**config.mk**
```make
export PLATFORM = sky130hd
export DESIGN_NAME = elastic_pipeline
export DESIGN_NICKNAME = d
export VERILOG_FILES = /design/src/rtl/elastic_pipeline.sv
export SDC_FILE = /design/constraint.sdc
export NUM_CORES = 1
export LEC_CHECK = 0
export BUFFER_PORTS_ARGS = -buffer_cell sky130_fd_sc_hd__buf_4
export CORE_AREA = 2 2 39 41
export DETAILED_ROUTE_END_ITERATION = 6
export DIE_AREA = 0 0 41 43
export GPL_ROUTABILITY_DRIVEN = 0
export SYNTH_ARGS = -nofsm -noshare
export SYNTH_HDL_FRONTEND = slang
export SYNTH_SLANG_ARGS = --single-unit
```
**constraint.sdc**
```tcl
create_clock -name clk_in -period 1.1 [get_ports clk_in]
set_input_delay 0.275 -clock clk_in [delete_from_list [all_inputs] [get_ports clk_in]]
set_output_delay 0.275 -clock clk_in [all_outputs]
set_load 0.05 [all_outputs]
```
**src/rtl/elastic_pipeline.sv**
```systemverilog
// Valid/ready register pipeline of N stages with bubble collapse, synchronous
// flush and a registered occupancy count.
module elastic_pipeline #(
  parameter int PIPELINE_STAGES = 1,
  parameter int PIPELINE_WIDTH  = 1,
  localparam int CW = $clog2(PIPELINE_STAGES + 1)
) (
  input  logic                      clk_in,
  input  logic                      rst_in,
  input  logic                      flush_in,
  input  logic                      s_valid_in,
  input  logic [PIPELINE_WIDTH-1:0] s_data_in,
  output logic                      s_ready_out,
  output logic                      m_valid_out,
  output logic [PIPELINE_WIDTH-1:0] m_data_out,
  input  logic                      m_ready_in,
  output logic [CW-1:0]             count_out
);

  localparam int N = PIPELINE_STAGES;
  localparam int W = PIPELINE_WIDTH;

  // Handshake: a beat moves across an interface on a rising edge exactly when
  // valid and ready are both high there; valid never depends on ready, while
  // ready may depend combinationally on the downstream ready.
  logic [N-1:0] vld;
  logic [W-1:0] dat [N];
  logic [N-1:0] rdy;
  logic         up;
  logic         down;

  // rdy[i]: some stage at or after i is empty, or the consumer takes a beat.
  always_comb begin : ready_chain
    logic acc;
    acc = m_ready_in;
    rdy = '0;
    for (int i = N - 1; i >= 0; i--) begin
      acc    = acc || !vld[i];
      rdy[i] = acc;
    end
  end

  assign s_ready_out = rdy[0] && !flush_in;
  assign m_valid_out = vld[N-1];
  assign m_data_out  = dat[N-1];
  assign up          = s_valid_in && s_ready_out;
  assign down        = m_valid_out && m_ready_in;

  always_ff @(posedge clk_in or posedge rst_in) begin
    if (rst_in) begin
      vld[0] <= 1'b0;
      dat[0] <= '0;
    end else if (flush_in) begin
      vld[0] <= 1'b0;
    end else if (rdy[0]) begin
      vld[0] <= s_valid_in;
      if (s_valid_in) dat[0] <= s_data_in;
    end
  end

  for (genvar g = 1; g < N; g++) begin : g_stage
    always_ff @(posedge clk_in or posedge rst_in) begin
      if (rst_in) begin
        vld[g] <= 1'b0;
        dat[g] <= '0;
      end else if (flush_in) begin
        vld[g] <= 1'b0;
      end else if (rdy[g]) begin
        vld[g] <= vld[g-1];
        if (vld[g-1]) dat[g] <= dat[g-1];
      end
    end
  end

  always_ff @(posedge clk_in or posedge rst_in) begin
    if (rst_in) begin
      count_out <= '0;
    end else if (flush_in) begin
      count_out <= '0;
    end else begin
      count_out <= count_out + CW'(up) - CW'(down);
    end
  end

endmodule

```
* Word level (Yosys, flattened, before mapping)
Cells that the tools add are included.
** Cells by class
- Reduce and logical (&&, ||, !) cells :: 8
- Bitwise operators :: 1
- Add/subtract/negate cells :: 2
- Multiplexer cells :: 3
** Operators by type and width (count)
- logical AND 1 bit :: 3
- 2-to-1 mux 1 bit :: 3
- AND reduction 3 bit :: 1
- logical NOT 1 bit :: 2
- nonzero test 2 bit :: 1
- adder 1 bit :: 1
- logical OR 1 bit :: 1
- NOT 1 bit :: 1
- subtractor 1 bit :: 1
** Storage, ports and cells
- Input bits :: 6
- Bits in registers :: 3
- Logic and storage cells :: 17
- Output and inout bits :: 4

* Depth between registers and ports, before layout
- Depth after elaboration :: 7
- Depth in mapped cells :: 3
- Mapped depth without buffers :: 3

* Worst setup path after synthesis
No wires, ideal clock.
- Kind :: register -> output
- Start point :: register vld, in the netlist m_valid_out
- End point :: output port s_ready_out
- Stages on the path, launching flop included :: 3
- Path slack :: -0.599 ns
- Buffers on the path :: 0
- Data arrival time :: 1.424 ns
- Required time :: 0.825 ns
- Cells stage by stage :: dfrtp_1 nor2b_4 nor2_1
** On the way
- Cells in the longest elaborated chain, start to end :: 3
** RTL lines
- start, declared :: line 26 : logic [N-1:0] vld;
- logical NOT 1 bit :: line 38 : acc = acc || !vld[i];
- logical OR 1 bit :: line 38
- logical AND 1 bit :: line 43 : assign s_ready_out = rdy[0] && !flush_in;
- end, declared :: line 13 : output logic s_ready_out,
Every way passes these cells.

* Worst setup path in the final report
Same ends and word-level chain as after synthesis.

==> results.py <==
metrics = {
    "logic_synthesis": {
        "synth.distinct_cells": 11,
        "synth_top_family_by_area": "simple AND/OR/NAND/NOR gates",
        "ys_seq_elements": 3,
        "avgSynthCellArea_um2": 10.84,
        "synthAdderAreaFrac_pct": 0,
        "synth-xor-area-share_pct": 0,
        "yosys.area_share.simple_pct": 34.62,
        "synthMuxAreaShare_pct": 9.231,
        "syn-num-nets": 21,
        "yosysSeqAreaShare_pct": 46.15,
        "yosysWarnings": 0,
        "synth_compound_area_share_pct": 7.692,
        "netlist_area_um2": 162.7,
        "synthCells": 15,
    },
    "drt": {
        "postRouteAntennaNets": 0,
        "drt_pass1_iterations": 2,
        "vias_per_cell": 3.478,
        "drt_wl_total_um": 366,
        "num_vias": 160,
        "drc_errors": 0,
        "routedWlPerCell_um": 7.957,
        "first_iter_violations": 2,
    },
    "global_routing": {
        "grtUsageMet2_pct": 9.375,
        "grt_antenna_before_repair": 0,
        "grt_max_degree": 5,
        "grt_pass1_wl_um": 683,
        "grt.busiest_layer": "met4",
        "use_met3_pct": 3.141,
        "overflow": 0,
        "gr-usage-met1_pct": 4.854,
        "grt_pass1_vias": 183,
        "grt.total_usage_pct": 6.942,
    },
    "worst_setup_path": {
        "cp_max_fo": 3,
        "cp_data_arrival_time_ps": 990,
        "cp.buffers_inverters": 1,
        "endpoint_kind": "primary output",
        "path_delay_family": "flip-flops",
        "critPathKind": "reg -> out",
        "crit_chain": "nor2b_4 > nor2_4 > buf_6",
        "crit_slowest_cell": "dfrtp_2",
        "cpPeakStageDelay_ps": 390,
        "cp-start-kind": "register",
        "required_ps": 820,
    },
    "power": {
        "power_mw": 0.4752,
        "p_leak_nw": 0.1493,
        "vdd_ir_drop_max_uv": 224.4,
        "power_density_nw_per_um2": 1495,
    },
    "sta": {
        "slew_viol_final": 0,
        "setup_violations": 3,
        "rsz0062_at_grt": "true",
        "fmax_mhz": 790.4,
        "period_share_pct": 115.0,
        "layout_setup_ws_ps": -165.1,
        "period_minus_slack_ps": 1265,
        "hold_viol_final": 0,
        "relSlewSlack_pct": 89.05,
        "worst_pin_slew_ps": 163.5,
        "hold_ws_ps": 244.6,
        "clock_skew_ps": 1.835,
    },
    "finish": {
        "syn_to_final_growth_pct": 95.38,
        "multi_input_area_um2": 91.34,
        "fillers": 157,
        "diodes": 0,
        "layout-drive-gt1-share_pct": 60.00,
        "register_area_um2": 76.32,
        "fin_nets": 37,
        "fin_area_um2": 317.8,
        "finalNonFillerCells": 46,
    },
    "min_path": {
        "min_path_type": "in -> reg",
    },
    "placed_design": {
        "post-place-cells": 41,
        "numPortBuffers": 9,
        "place_area_um2": 266.5,
    },
    "floorplan": {
        "die_h_um": 43,
        "ios": 10,
        "num_rows": 14,
        "die_area_um2": 1763,
        "core-area_um2": 1384,
        "die_x_um": 41,
        "start_util_pct": 11.75,
    },
    "flow_run": {
        "max_cap_violations": 0,
    },
    "clock_network": {
        "clk_pin_slew_worst_paths_ps": 40,
        "cts_buffers": 3,
        "clockBufferDepth": 2,
        "clock_latency_ps": 230,
        "root_buffer": "clkbuf_4",
        "h-tree-depth": 1,
        "cts_sinks": 3,
        "cts_tree": "done",
    },
    "status": {
        "status": "finished, violations left",
        "violations": "setup timing",
    },
}
synth_stat cells, drive strengths merged:
library cell	n	area (um2)
nand3b	1	7.510
a21oi	1	5.000
dfrtp	3	75.07
mux2	1	15.01
inv	1	3.750
nor2b	1	13.76
nand3	1	5.000
nor3b	1	12.51
nand2b	1	6.260
nor2	3	11.26
a21o	1	7.510
power by group:
group | internal (mW) | leakage, nW | switching [mW]
sequential | 0.123 | 0.0363 | 0.00958
clock | 0.136 | 0.0150 | 0.0596
combinational | 0.0665 | 0.0980 | 0.0802
flip-flops by register name, indices dropped and copies added, names as in the netlist:
name	cells
count_out	1
m_data_out	1
m_valid_out	1
cell families (layout without fill, tap and decap cells):
logic type,Yosys count,count (layout)
and+or+nand+nor,8,8
DFF,3,3
AOI/OAI and AO/OA,2,2
muxes,1,1
buffers and inverters,1,16
timing repair:
action | in CTS | in global routing
hold buffers | 1 | 0
setup endpoints to repair | 4 | 5
endpoints found under the hold margin | 3 | 0
buffers inserted | 0 | 0
pin swaps | 0 | 1
cloned | 0 | 0
gates resized for setup | 3 | 1
path summary, 6_finish.rpt:
kind | slack [ps] | start | to | depth (start not counted)
worst min-delay path | 240 | flush_in | m_valid_out | 2
worst min register to register | 550 | m_data_out | m_data_out | 1
max in group asynchronous | 490 | rst_in | m_valid_out | 3
min in group asynchronous | 470 | rst_in | count_out | 3
worst max-delay path | -170 | m_valid_out | s_ready_out | 3
worst max register to register | -60 | m_valid_out | m_data_out | 3
final cells by class:
class,instances,area share [%]
inverters,1,1.181
repair buffers,11,31.50
flip-flops and latches,3,24.02
multi-input cells,11,28.74
clock buffers,4,8.268
well taps,16,6.299
worst register-to-register path, stage by stage (launching register included):
cell and delay, ps:
dfrtp_2 390, nor2b_4 140, nor3b_2 200, mux2_4 310
cell usage in the layout, fill, tap and decap left out, drive strengths merged:
cell type and count:
mux2 1, dlygate4sd3 1, nand3b 1, nand2b 1
a21o 1, nor2 3, inv 1, a21oi 1
dfrtp 3, nor3b 1, nand3 1, nor2b 1
buf 10, clkbuf 4
metrics by stage:
stage               TNS [ps]  worst slack, ps  util (%)
floorplan             -299.5           -181.3         -
detailed placement    -38.04           -38.04     19.26
global placement      -34.34           -34.34     19.26
global route          -489.5           -207.4     22.97
finish                -300.2           -165.1     22.97
CTS                   -319.4           -181.2     22.69
per-layer routing:
metal / up-vias / part of all wire [%]
li1: 80 / -
met1: 72 / 33
met2: 6 / 58
met3: 2 / 4.9
met4: 0 / 3.6
met5: - / 0
Note: power is estimated with default switching activity, not from simulation.
